File: src/rtl/feeder_pkg.sv
// Shared types and constants for the operand feeder.
// FSM encodings, FIFO depth and LFSR tap/seed constants.
package feeder_pkg;

  typedef enum logic [2:0] {
    IDLE   = 3'd0,
    CHECK  = 3'd1,
    WRITE  = 3'd2,
    SETTLE = 3'd3,
    DONE   = 3'd4
  } state_t;

  localparam int FIFO_DEPTH = 4;

  // x^16+x^14+x^13+x^11+1 -> q[15],q[13],q[12],q[10]
  localparam logic [15:0] LFSR_TAPS     = 16'hB400;
  localparam logic [15:0] LFSR_SEED_DEF = 16'hACE1;

endpackage

File: src/rtl/lfsr16_module.sv
// 16-bit Fibonacci LFSR with synchronous seed load.
// Only instantiated when FEEDER_LFSR_EN is defined.
module lfsr16_module
  import feeder_pkg::*;
(
  input  logic        clk,
  input  logic        rst_n,
  input  logic        load,
  input  logic        advance,
  input  logic [15:0] seed,
  output logic [15:0] q
);

  always_ff @(posedge clk or negedge rst_n) begin
    if (!rst_n) begin
      q <= LFSR_SEED_DEF;
    end else if (load) begin
      q <= seed;
    end else if (advance) begin
      q <= {q[14:0], ^(q & LFSR_TAPS)};
    end
  end

endmodule

File: src/rtl/operand_feeder_module.sv
// Operand pair generator feeding the multiplier operand FIFO.
// Define FEEDER_LFSR_EN to source pairs from a 16-bit LFSR.
module operand_feeder_module
  import feeder_pkg::*;
#(
  parameter int unsigned PAIR_COUNT = 16,
  parameter logic [7:0]  A_INIT     = 8'd1,
  parameter logic [7:0]  B_INIT     = 8'd1,
  parameter logic [7:0]  A_STEP     = 8'd1,
  parameter logic [7:0]  B_STEP     = 8'd3
`ifdef FEEDER_LFSR_EN
  ,
  parameter logic [15:0] LFSR_SEED  = LFSR_SEED_DEF
`endif
) (
  input  logic        clk,
  input  logic        rst_n,
  input  logic        start_sig,
  input  logic [2:0]  left_sig,
  output logic        write_req,
  output logic [15:0] fifo_write_data,
  output logic        busy,
  output logic        done_sig
);

  localparam logic [7:0] LAST = 8'(PAIR_COUNT);

  state_t      state, state_nxt;
  logic [7:0]  count, count_nxt;
  logic [7:0]  a, a_nxt;
  logic [7:0]  b, b_nxt;
  logic        write_req_nxt;
  logic        busy_nxt;
  logic        done_nxt;
  logic [15:0] data_nxt;
  logic [15:0] pair;

`ifdef FEEDER_LFSR_EN
  logic [15:0] lfsr_q;

  lfsr16_module u_lfsr (
    .clk     (clk),
    .rst_n   (rst_n),
    .load    (state == IDLE && start_sig),
    .advance (state == WRITE),
    .seed    (LFSR_SEED),
    .q       (lfsr_q)
  );

  assign pair = lfsr_q;
`else
  assign pair = {a, b};
`endif

  always_comb begin
    state_nxt     = state;
    count_nxt     = count;
    a_nxt         = a;
    b_nxt         = b;
    write_req_nxt = 1'b0;
    busy_nxt      = busy;
    done_nxt      = 1'b0;
    data_nxt      = fifo_write_data;
    unique case (state)
      IDLE: begin
        if (start_sig) begin
          a_nxt     = A_INIT;
          b_nxt     = B_INIT;
          count_nxt = 8'd0;
          busy_nxt  = 1'b1;
          state_nxt = CHECK;
        end
      end
      CHECK: begin
        if (left_sig != 3'd0) begin
          write_req_nxt = 1'b1;
          data_nxt      = pair;
          state_nxt     = WRITE;
        end
      end
      WRITE: begin
        a_nxt     = a + A_STEP;
        b_nxt     = b + B_STEP;
        count_nxt = count + 8'd1;
        state_nxt = SETTLE;
      end
      // dead cycle: left_sig is not trusted right after a write
      SETTLE: begin
        if (count == LAST) begin
          done_nxt  = 1'b1;
          state_nxt = DONE;
        end else begin
          state_nxt = CHECK;
        end
      end
      DONE: begin
        busy_nxt  = 1'b0;
        state_nxt = IDLE;
      end
      default: begin
        busy_nxt  = 1'b0;
        state_nxt = IDLE;
      end
    endcase
  end

  always_ff @(posedge clk or negedge rst_n) begin
    if (!rst_n) begin
      state           <= IDLE;
      count           <= 8'd0;
      a               <= 8'd0;
      b               <= 8'd0;
      write_req       <= 1'b0;
      fifo_write_data <= 16'h0000;
      busy            <= 1'b0;
      done_sig        <= 1'b0;
    end else begin
      state           <= state_nxt;
      count           <= count_nxt;
      a               <= a_nxt;
      b               <= b_nxt;
      write_req       <= write_req_nxt;
      fifo_write_data <= data_nxt;
      busy            <= busy_nxt;
      done_sig        <= done_nxt;
    end
  end

endmodule

File: config.mk
export PLATFORM = sky130hd
export DESIGN_NAME = operand_feeder_module
export DESIGN_NICKNAME = d
export VERILOG_FILES = /design/src/rtl/feeder_pkg.sv /design/src/rtl/lfsr16_module.sv /design/src/rtl/operand_feeder_module.sv
export SDC_FILE = /design/constraint.sdc
export NUM_CORES = 1
export LEC_CHECK = 0
export ABC_AREA = 1
export BUFFER_PORTS_ARGS = -buffer_cell sky130_fd_sc_hd__buf_2
export CORE_UTILIZATION = 57
export CTS_CLUSTER_SIZE = 28
export DETAILED_ROUTE_END_ITERATION = 12
export PLACE_DENSITY = 0.9
export SLEW_MARGIN = 20
export SYNTH_ARGS = -nofsm -noshare
export SYNTH_HDL_FRONTEND = slang
export SYNTH_SLANG_ARGS = --single-unit
File: constraint.sdc
create_clock -name clk -period 1.4 [get_ports clk]
set_input_delay 0.14 -clock clk [delete_from_list [all_inputs] [get_ports clk]]
set_output_delay 0.14 -clock clk [all_outputs]
set_load 0.01 [all_outputs]
==> results.py <==
metrics = {
    "status": {
        "status": "finished, final reports clean",
    },
    "critical_path": {
        "crit_required_ns": 1.62,
        "path_class": "register to register",
        "cp.buffers_inverters": 3,
        "cp_top_family": "flip-flops",
        "r2r_setup_slack_ns": 0.01,
        "ff2ff_path_depth": 7,
        "cp_cell_sequence": "inv_2 > nand2_2 > nor2_4 > buf_4 > clkbuf_16 > nand2_1 > o21ai_1",
        "cp-start-kind": "register",
        "worst-path-stages": 7,
        "worstPathMaxFanout": 10,
        "end_kind": "register",
        "arrival_ns": 1.60,
        "max_stage_delay_ns": 0.45,
        "cp_slowest_cell": "dfrtp_1",
    },
    "finish": {
        "fin_area_sq_mm": 0.002576,
        "fin_nets": 315,
        "area_growth_syn_to_layout_pct": 19.85,
        "multi_input_area_sq_um": 835.8,
        "register_area_sq_mm": 0.001152,
        "final_cell_mix": "86 x nand2_1, 45 x dfrtp_1, 37 x inv_1",
        "fin_util_pct": 74.28,
        "n_antenna_cell": 0,
        "fill_cells": 234,
        "final_common_cell": "nand2_1",
        "drive_above_1_share_pct": 16.99,
    },
    "timing": {
        "finalSetupTns_ns": 0,
        "worst_pin_slew_ns": 0.4154,
        "finalCriticalPeriod_ns": 1.387,
        "max_freq_mhz": 720.7,
        "rsz0062_at_grt": "yes",
        "holdWs_ns": 0.1417,
        "period_share_pct": 99.10,
        "clock-skew-final_ns": 0.006293,
        "hold_viol_final": 0,
        "drv_slew": 0,
        "maxSlewHeadroom_pct": 72.01,
        "finalSetupViolCount": 0,
    },
    "floorplan": {
        "core-area_sq_mm": 0.003468,
        "floorplan.initialDensity_pct": 61.98,
        "rows": 21,
        "dieArea_sq_mm": 0.004021,
        "ioPinCount": 25,
        "die_y_microns": 63.41,
        "die_x_microns": 63.41,
    },
    "global_route": {
        "top_usage_layer": "met2",
        "met2_usage_pct": 42.29,
        "use_met1_pct": 32.93,
        "met3_usage_pct": 6.341,
        "grt_pass1_vias": 1801,
        "grt_usage_pct": 26.02,
        "grt-ovfl-total": 0,
        "grt_max_degree": 47,
        "grt_pass1_wl_microns": 7955,
        "grt_antenna_before_repair": 0,
    },
    "routing": {
        "final_antenna_net_count": 0,
        "via_count": 1894,
        "via_per_inst": 5.381,
        "drt_iter0_drc": 166,
        "drc": 0,
        "wl_per_cell_microns": 13.55,
        "firstDrtPassIters": 4,
        "wirelength_microns": 4769,
    },
    "synth": {
        "yosysWarnings": 0,
        "synth_cell_type_count": 20,
        "synthesis.nets": 279,
        "ys_ff_latch": 46,
        "ys_seq_area_share_pct": 53.55,
        "synthCells": 269,
        "syn_area_sq_mm": 0.002150,
        "postSynthAreaPerCell_sq_um": 7.991,
    },
    "clock_tree": {
        "clockBufferDepth": 2,
        "insertion_delay_ns": 0.30,
        "cts_tree": "built",
        "numCtsBuffers": 5,
        "path_clk_slew_ns": 0.08,
        "root_buffer": "clkbuf_8",
        "cts_max_level": 2,
        "cts.sinks": 46,
    },
    "worst_hold_path": {
        "hold_class": "input port to register",
        "hold_path_depth": 4,
    },
    "placement": {
        "gp_congestion": 0.8374,
        "port_buffers": 24,
        "placed_area_sq_mm": 0.002395,
        "dpl.hpwl_microns": 3060,
    },
    "power": {
        "peakVddDrop_uv": 836.5,
        "power.density_mw_per_mm2": 1910,
        "p_leak_uw": 0.001365,
    },
    "job": {
        "maxCapViolCount": 0,
    },
}
## layer usage
layer  up-vias  share of wire [%]
li1        921                  -
met1       888                 41
met2        73                 51
met3        12                5.2
met4         0                2.6
met5         -                  0
## cell families (layout without fill, tap and decap cells)
logic type               after synthesis  after routing  synth area share [%]
buffers and inverters                 45             82                 8.498
AO/OA/AOI/OAI                         36             36                 8.557
flip-flops                            46             46                 53.55
XOR/XNOR                               1              1                0.4075
adder cells (fa/ha/maj)                4              4                 2.328
AND/OR/NAND/NOR                      137            137                 26.66
## sequential cells by signal, summed over array words and instances, names as in the netlist
signal	count
write_req	1
state	3
a	8
busy	1
b	8
done_sig	1
count	8
fifo_write_data	16
## stage by stage
| stage | instances | power (uW) | setup slack, ns |
|---|---|---|---|
| after global routing | 352 | 5280 | -0.1222 |
| final | 352 | 4920 | 0.01254 |
| after CTS | 349 | 4733 | 0.003382 |
| after floorplan | 269 | 3063 | 0.1599 |
| after global placement | 340 | 3642 | 0.1291 |
| after detailed placement | 340 | 3728 | 0.01374 |
## tightest hold or removal path, cell delays in order
cell,delay [ns]
buf_2,0.08
nor3_1,0.05
nand4_1,0.09
nand2_1,0.06
## worst paths after layout
kind	start	endpoint
min	left_sig[2]	state[0]$_DFFE_PN0P_
max	state[2]$_DFFE_PN0P_	a[1]$_DFFE_PN0P_
min in group asynchronous	rst_n	state[0]$_DFFE_PN0P_
min reg2reg	fifo_write_data[10]$_DFFE_PN0P_	fifo_write_data[10]$_DFFE_PN0P_
max in group asynchronous	rst_n	b[1]$_DFFE_PN0P_
max reg2reg	state[2]$_DFFE_PN0P_	a[1]$_DFFE_PN0P_
## what timing repair did
| action | in CTS | in global routing |
|---|---|---|
| hold buffers | 1 | 0 |
| buffers inserted | 0 | 2 |
| gates resized for setup | 0 | 7 |
| hold endpoints to repair | 46 | 0 |
| endpoints found under the setup margin | 0 | 19 |
## layout make-up
class	instances	area share, %
clock inverters	2	1.457
flip-flops and latches	46	44.73
repair buffers	35	10.59
clock buffers	6	2.817
multi-input cells	178	32.44
well taps	46	2.234
inverters	39	5.731
## where the power goes
part / total (uW) / switching [uW] / leakage, uW / internal, uW
combinational: 1990 / 1180 / 0.000704 / 806
clock: 985 / 452 / 0.0000514 / 533
sequential: 1950 / 261 / 0.000610 / 1690
## synth_stat cells (all sizes together)
master  number  area share (%)
o21ai       31             7.2
xnor2        1            0.41
ha           4             2.3
or2          1            0.29
nor2        18             3.1
dfrtp       46              54
a21oi        2            0.47
nor3         4             1.2
nand3       17             4.0
o22ai        3            0.87
buf          6             1.6
nand2       90              16
nand4        7             2.0
clkinv       1            0.23
inv         38             6.6
Power figures use the tool's default switching activity.
